**config.mk**
```make
export PLATFORM = sky130hd
export DESIGN_NAME = seq_divider_flat
export DESIGN_NICKNAME = d
export VERILOG_FILES = /design/src/rtl/div_pkg.sv /design/src/rtl/seq_divider_if.sv /design/src/rtl/div_step.sv /design/src/rtl/seq_divider.sv /design/src/flat_wrapper.sv
export SDC_FILE = /design/constraint.sdc
export NUM_CORES = 1
export LEC_CHECK = 0
export CORE_MARGIN = 3
export CORE_UTILIZATION = 50
export CTS_CLUSTER_DIAMETER = 200
export DETAILED_ROUTE_END_ITERATION = 8
export PLACE_DENSITY_LB_ADDON = 0.3
export SLEW_MARGIN = 20
export SYNTH_ARGS = -nofsm -noshare
export SYNTH_HDL_FRONTEND = slang
export SYNTH_HIERARCHICAL = 1
export SYNTH_SLANG_ARGS = --single-unit
export TNS_END_PERCENT = 50
```
**constraint.sdc**
```tcl
create_clock -name clk -period 2.57 [get_ports clk]
set_input_delay 0.514 -clock clk [delete_from_list [all_inputs] [get_ports clk]]
set_output_delay 0.514 -clock clk [all_outputs]
set_load 0.005 [all_outputs]
```
**src/rtl/div_pkg.sv**
```systemverilog
// Shared definitions for the sequential restoring divider: FSM encoding and
// iteration-counter sizing.
package div_pkg;

    typedef enum logic [1:0] {
        IDLE = 2'd0,
        CALC = 2'd1,
        FIX  = 2'd2,
        DONE = 2'd3
    } state_t;

    // Counter has to hold WIDTH itself, not just WIDTH-1.
    function automatic int cnt_width(input int w);
        return $clog2(w + 1);
    endfunction

endpackage

```
**src/rtl/seq_divider_if.sv**
```systemverilog
// Request/response bundle of seq_divider: valid/ready on the operand side and
// the result side, plus the busy status.
interface seq_divider_if #(parameter int WIDTH = 32);

    logic             in_valid;
    logic             in_ready;
    logic [WIDTH-1:0] in_dividend;
    logic [WIDTH-1:0] in_divisor;
    logic             in_signed;
    logic             out_valid;
    logic             out_ready;
    logic [WIDTH-1:0] out_quotient;
    logic [WIDTH-1:0] out_remainder;
    logic             out_div_zero;
    logic             busy;

    modport master (
        output in_valid, in_dividend, in_divisor, in_signed, out_ready,
        input  in_ready, out_valid, out_quotient, out_remainder, out_div_zero, busy
    );

    modport slave (
        input  in_valid, in_dividend, in_divisor, in_signed, out_ready,
        output in_ready, out_valid, out_quotient, out_remainder, out_div_zero, busy
    );

endinterface

```
**src/rtl/div_step.sv**
```systemverilog
// One restoring-division iteration: shift {rem,quo} left by one, trial-subtract
// the divisor and keep the difference only when it does not borrow.
module div_step #(
    parameter int WIDTH = 32
) (
    input  logic [WIDTH-1:0] rem,
    input  logic [WIDTH-1:0] quo,
    input  logic [WIDTH-1:0] divisor,
    output logic [WIDTH-1:0] rem_next,
    output logic [WIDTH-1:0] quo_next
);

    logic [WIDTH:0] shifted;
    logic [WIDTH:0] trial;
    logic           borrow;
    logic           unused_msb;

    assign shifted = {rem, quo[WIDTH-1]};
    assign {borrow, trial} = {1'b0, shifted} - {2'b00, divisor};

    // rem < divisor is invariant, so the kept value always fits in WIDTH bits.
    assign rem_next   = borrow ? shifted[WIDTH-1:0] : trial[WIDTH-1:0];
    assign quo_next   = {quo[WIDTH-2:0], ~borrow};
    assign unused_msb = trial[WIDTH] ^ shifted[WIDTH];

endmodule

```
**src/rtl/seq_divider.sv**
```systemverilog
// Iterative radix-2 restoring divider, one quotient bit per clock.
// Define DIV_SIGNED_EN to honour in_signed; otherwise every operation is unsigned.
module seq_divider
    import div_pkg::*;
#(
    parameter int WIDTH = 32
) (
    input  logic          clk,
    input  logic          resetn,
    seq_divider_if.slave  bus
);

    localparam int CW = cnt_width(WIDTH);

    state_t           state, state_nxt;
    logic [WIDTH-1:0] rem, quo, dvs;
    logic [WIDTH-1:0] rem_step, quo_step;
    logic [WIDTH-1:0] q_res, r_res;
    logic [CW-1:0]    count;
    logic             dz, q_neg, r_neg;

    logic             op_signed, a_neg, b_neg, b_zero;
    logic [WIDTH-1:0] a_abs, b_abs;

`ifdef DIV_SIGNED_EN
    assign op_signed = bus.in_signed;
`else
    logic unused_signed;
    assign op_signed     = 1'b0;
    assign unused_signed = bus.in_signed;
`endif

    assign a_neg  = op_signed & bus.in_dividend[WIDTH-1];
    assign b_neg  = op_signed & bus.in_divisor[WIDTH-1];
    assign b_zero = (bus.in_divisor == '0);
    assign a_abs  = a_neg ? -bus.in_dividend : bus.in_dividend;
    assign b_abs  = b_neg ? -bus.in_divisor  : bus.in_divisor;

    div_step #(.WIDTH(WIDTH)) u_step (
        .rem      (rem),
        .quo      (quo),
        .divisor  (dvs),
        .rem_next (rem_step),
        .quo_next (quo_step)
    );

    always_comb begin
        state_nxt = state;
        case (state)
            IDLE: if (bus.in_valid)      state_nxt = CALC;
            CALC: if (count == CW'(1))   state_nxt = FIX;
            FIX:                         state_nxt = DONE;
            DONE: if (bus.out_ready)     state_nxt = IDLE;
            default:                     state_nxt = IDLE;
        endcase
    end

    always_ff @(posedge clk) begin
        if (!resetn) begin
            state <= IDLE;
            rem   <= '0;
            quo   <= '0;
            dvs   <= '0;
            q_res <= '0;
            r_res <= '0;
            count <= '0;
            dz    <= 1'b0;
            q_neg <= 1'b0;
            r_neg <= 1'b0;
        end else begin
            state <= state_nxt;
            case (state)
                IDLE: if (bus.in_valid) begin
                    quo   <= a_abs;
                    dvs   <= b_abs;
                    rem   <= '0;
                    count <= CW'(WIDTH);
                    dz    <= b_zero;
                    // Keep q = all ones on divide-by-zero; remainder still
                    // regains the dividend sign so it equals the dividend.
                    q_neg <= (a_neg ^ b_neg) & ~b_zero;
                    r_neg <= a_neg;
                end
                CALC: begin
                    rem   <= rem_step;
                    quo   <= quo_step;
                    count <= count - 1'b1;
                end
                FIX: begin
                    q_res <= q_neg ? -quo : quo;
                    r_res <= r_neg ? -rem : rem;
                end
                default: ;
            endcase
        end
    end

    assign bus.in_ready      = (state == IDLE);
    assign bus.busy          = (state != IDLE);
    assign bus.out_valid     = (state == DONE);
    assign bus.out_quotient  = q_res;
    assign bus.out_remainder = r_res;
    assign bus.out_div_zero  = dz;

endmodule
```
**src/flat_wrapper.sv**
```systemverilog
// flat-port wrapper written by rule: the top's interface ports become plain ports
module seq_divider_flat import div_pkg::*;
#(
    parameter int WIDTH = 32
)
  (clk, resetn, bus_in_valid, bus_in_dividend, bus_in_divisor, bus_in_signed, bus_out_ready, bus_in_ready, bus_out_valid, bus_out_quotient, bus_out_remainder, bus_out_div_zero, bus_busy);
  seq_divider_if #(.WIDTH(WIDTH)) bus_i ();
  input  logic clk;
  input  logic resetn;
  input wire logic [$bits(bus_i.in_valid)-1:0] bus_in_valid;
  input wire logic [$bits(bus_i.in_dividend)-1:0] bus_in_dividend;
  input wire logic [$bits(bus_i.in_divisor)-1:0] bus_in_divisor;
  input wire logic [$bits(bus_i.in_signed)-1:0] bus_in_signed;
  input wire logic [$bits(bus_i.out_ready)-1:0] bus_out_ready;
  output wire logic [$bits(bus_i.in_ready)-1:0] bus_in_ready;
  output wire logic [$bits(bus_i.out_valid)-1:0] bus_out_valid;
  output wire logic [$bits(bus_i.out_quotient)-1:0] bus_out_quotient;
  output wire logic [$bits(bus_i.out_remainder)-1:0] bus_out_remainder;
  output wire logic [$bits(bus_i.out_div_zero)-1:0] bus_out_div_zero;
  output wire logic [$bits(bus_i.busy)-1:0] bus_busy;
  assign bus_i.in_valid = bus_in_valid;
  assign bus_i.in_dividend = bus_in_dividend;
  assign bus_i.in_divisor = bus_in_divisor;
  assign bus_i.in_signed = bus_in_signed;
  assign bus_i.out_ready = bus_out_ready;
  assign bus_in_ready = bus_i.in_ready;
  assign bus_out_valid = bus_i.out_valid;
  assign bus_out_quotient = bus_i.out_quotient;
  assign bus_out_remainder = bus_i.out_remainder;
  assign bus_out_div_zero = bus_i.out_div_zero;
  assign bus_busy = bus_i.busy;
  seq_divider #(.WIDTH(WIDTH)) u_core (.clk(clk), .resetn(resetn), .bus(bus_i));
endmodule
```
==> reports/results.txt, run 1 <==
Status -> complete, but fails checks
Failing checks -> negative setup slack
Post-DRT Antenna Nets -> 0
Routed WL -> 24.3 mm
Clock Latency Late Sink -> 0.44 ns
Cells on Worst Hold Path -> 2
Router iterations before antenna repair -> 7
Global route overflow -> 0
Core area -> 0.0183 sq mm
Ports -> 137
Inst Count DP -> 1423
Largest net degree at the start of global routing -> 77
R2r setup slk -> -0.08 ns
R2R Path End -> u_core/rem[12]
Max Cap Viol -> 0
Final Hold Fails -> 0
Register bit total from synthesis -> 169
Syn Area/Cell -> 8.84 sq um
Initial Utilization -> 0.519
Setup ws final -> -0.0819 ns
Port bufs -> 135
Post-DP HPWL -> 16.4 mm
Clock transition at path regs -> 0.07 ns
Crit path launch type -> register
Critical Path Source -> u_core/quo[31]
Final TNS setup -> -0.190 ns
Final setup fails -> 7
Initial drt markers -> 436
Vias in the first global route -> 7888
R2r startpoint -> u_core/quo[31]
Drc violations -> 0
Critical path peak fanout -> 2
Clock skew -> 0.0143 ns
Final non-filler cell total -> 1474
WL/cell -> 16.5 um
Die area -> 0.0206 sq mm
Clock root cell -> clkbuf_16
R2R cell count -> 14
Worst Path Class, Setup -> register to register
First-pass GRT wire length -> 37.7 mm
Die Wd -> 144 um
Hold Crit Start -> u_core/dvs[10]
Actual slew at the worst max-slew pin -> 0.592 ns
Ys async rst share -> 0
Area grow syn2layout -> 33.4%
Fillers -> 1398
Leakage -> 5.05 nW
Synth unique cells -> 72
Seq/Total Area, Yosys -> 0.357
Setup WS pre-CTS -> -0.137 ns
Tcrit/Tclk final -> 1.03
GPL Wtd Cong -> 0.911
Total GRT Usage -> 0.224
Bufs on Longest Clock Path -> 2
Vias per inst -> 5.47
WP data required -> 2.90 ns
RSZ-0062 raised after global routing -> yes
Fin. max-slew vios -> 0
EDFF count, synth -> 0
Worst path arrival time -> 2.98 ns
Layout cells sized above 1 -> 0.211
Predominant post-synthesis flop cell -> dfxtp_1
Sink Count -> 169
Crit path time final -> 2.65 ns
Post-synth top area share -> 0.357
Mapped Nets -> 1180
Worst hold margin -> 0.463 ns
Fmax -> 377 MHz
Top post-synthesis cells by area -> dfxtp_1 36%, mux2i_1 10%, nor2b_1 6.5%, nand2_1 6.1%, ha_1 5.0%
H-tree levels -> 4
Crit. End Element -> register
Synth warn -> 6
Die Y -> 144 um
Inserted Clock Buffers -> 17
Initial antenna violation count -> 0
Row cnt -> 49
Worst hold path type -> register to register
Mapped Cells -> 1072
Final net count -> 1340
CTS tree -> done
Peak VDD IR -> 0.000789 V
Hold-fix buffers, CTS -> 0
Worst slew margin -> 0.605
Mapped Area -> 0.00948 sq mm
# diodes -> 0
Yosys top cell by area -> dfxtp_1
Worst Hold End -> u_core/dvs[10]
Power Density -> 1130 mW/mm^2
Vias post-DR -> 8068
cell usage after synthesis, types with 3 or more instances:
master	number
nand2_1	155
o21ai_0	40
and2_1	5
a21o_1	12
and4_1	3
o21a_1	5
nand2b_1	3
xnor2_1	15
nor2b_1	98
nor3_1	7
a21boi_0	27
o31ai_1	5
and3_1	5
a21boi_1	8
a21oi_1	32
mux2i_1	98
buf_4	33
xor2_1	11
a211o_1	3
nand3_1	11
o211ai_1	4
dfxtp_1	169
ha_1	38
a211oi_1	3
a31oi_1	7
inv_1	48
mux2_4	3
a22oi_1	32
nand4_1	5
o211a_1	32
o21ai_1	3
clkbuf_1	24
nor2_1	33
nor4_1	6
o21bai_1	4
a21oi_2	3
buf_2	28
or2_2	3
buf_6	11
sequential cells by signal, indices dropped and copies added, names as in the netlist:
| register | count |
|---|---|
| u_core/bus.out_quotient | 32 |
| u_core/bus.out_remainder | 32 |
| u_core/dvs | 32 |
| u_core/quo | 32 |
| u_core/rem | 32 |
| u_core/count | 6 |
| u_core/state | 2 |
| u_core/bus.out_div_zero | 1 |
report_power, final:
group | internal [W] | switching, W
Clock | 0.00155 | 0.00111
Sequential | 0.00309 | 0.000354
Combinational | 0.00400 | 0.00414
logic make-up after synthesis:
group / synth area share
adders and majority gates: 0.0523
xor gates and xnor gates: 0.0240
muxes: 0.113
buffers and inverters: 0.0837
and+or+nand+nor: 0.178
DFF: 0.357
AOI/OAI and AO/OA: 0.192
metal layers:
metal / vias up / wire length [um] / track usage
met5: - / 0 / 0
met4: 0 / 533 / 0.0723
met3: 40 / 1230 / 0.0636
met2: 202 / 11800 / 0.376
met1: 3816 / 10700 / 0.278
li1: 4010 / - / -
worst max-delay path, cell delays in order (launching register included):
cell and delay, ns:
dfxtp_2 0.32, inv_2 0.06, ha_4 0.13, inv_2 0.03, fa_2 0.33, a21o_1 0.23, a31oi_4 0.23, buf_6 0.15
nor2_2 0.04, o21a_1 0.21, o31ai_4 0.23, xnor2_1 0.09, mux2_2 0.28, a22oi_2 0.15, nor2b_1 0.06
metrics by stage:
step                      total power [W]  instance area (sq um)   util
final                              0.0142                  12600  0.692
after global routing               0.0151                  12600  0.692
after CTS                          0.0130                  12000  0.655
after detailed placement           0.0100                  11200  0.615
after global placement            0.00989                  11200  0.615
after floorplan                   0.00841                   9480      -
placed cells by master (no fill, tap or decap), types with 12 or more instances in the layout:
cell,count
ha_1,16
a21oi_1,20
a22oi_1,28
dfxtp_1,153
inv_1,40
clkdlybuf4s50_1,134
dfxtp_2,15
o21ai_0,32
a21oi_2,12
mux2i_1,98
ha_4,19
xnor2_1,15
a21boi_0,26
nor2b_1,97
nor2_1,27
o211a_1,32
clkbuf_16,19
nand2_1,151
buf_4,87
cell type report:
cell class | instances | area (sq um) | share of cell area
clock buffer | 20 | 437 | 0.0345
clock inverter | 12 | 165 | 0.0131
inverter | 50 | 193 | 0.0152
multi-input combinational | 756 | 5880 | 0.465
sequential | 169 | 3410 | 0.269
tap | 229 | 287 | 0.0227
timing repair buffer | 238 | 2270 | 0.180
worst max path at each step:
stage | cells past startpoint | slack, ns | end
after global placement | 13 | -0.11 | u_core/rem[28]
after global routing | 14 | -0.18 | u_core/rem[12]
after detailed placement | 13 | -0.14 | u_core/rem[28]
final | 14 | -0.08 | u_core/rem[12]
after CTS | 12 | 0.0002 | u_core/rem[29]
after floorplan | 13 | 0.04 | u_core/rem[22]
what timing repair did:
action | in CTS | in global routing
gates cloned | 0 | 2
buffers inserted | 6 | 12
gates resized for setup | 27 | 118
pin swaps | 15 | 39
setup endpoints to repair | 25 | 33
(Power assumes the default switching activity.)
==> inputs of run 2 (changes only) <==
Settings changed: HOLD_SLACK_MARGIN from default to 0.08.
==> results of run 2 <==
No change in the layout: final DEF, timing and power equal those of run 1.
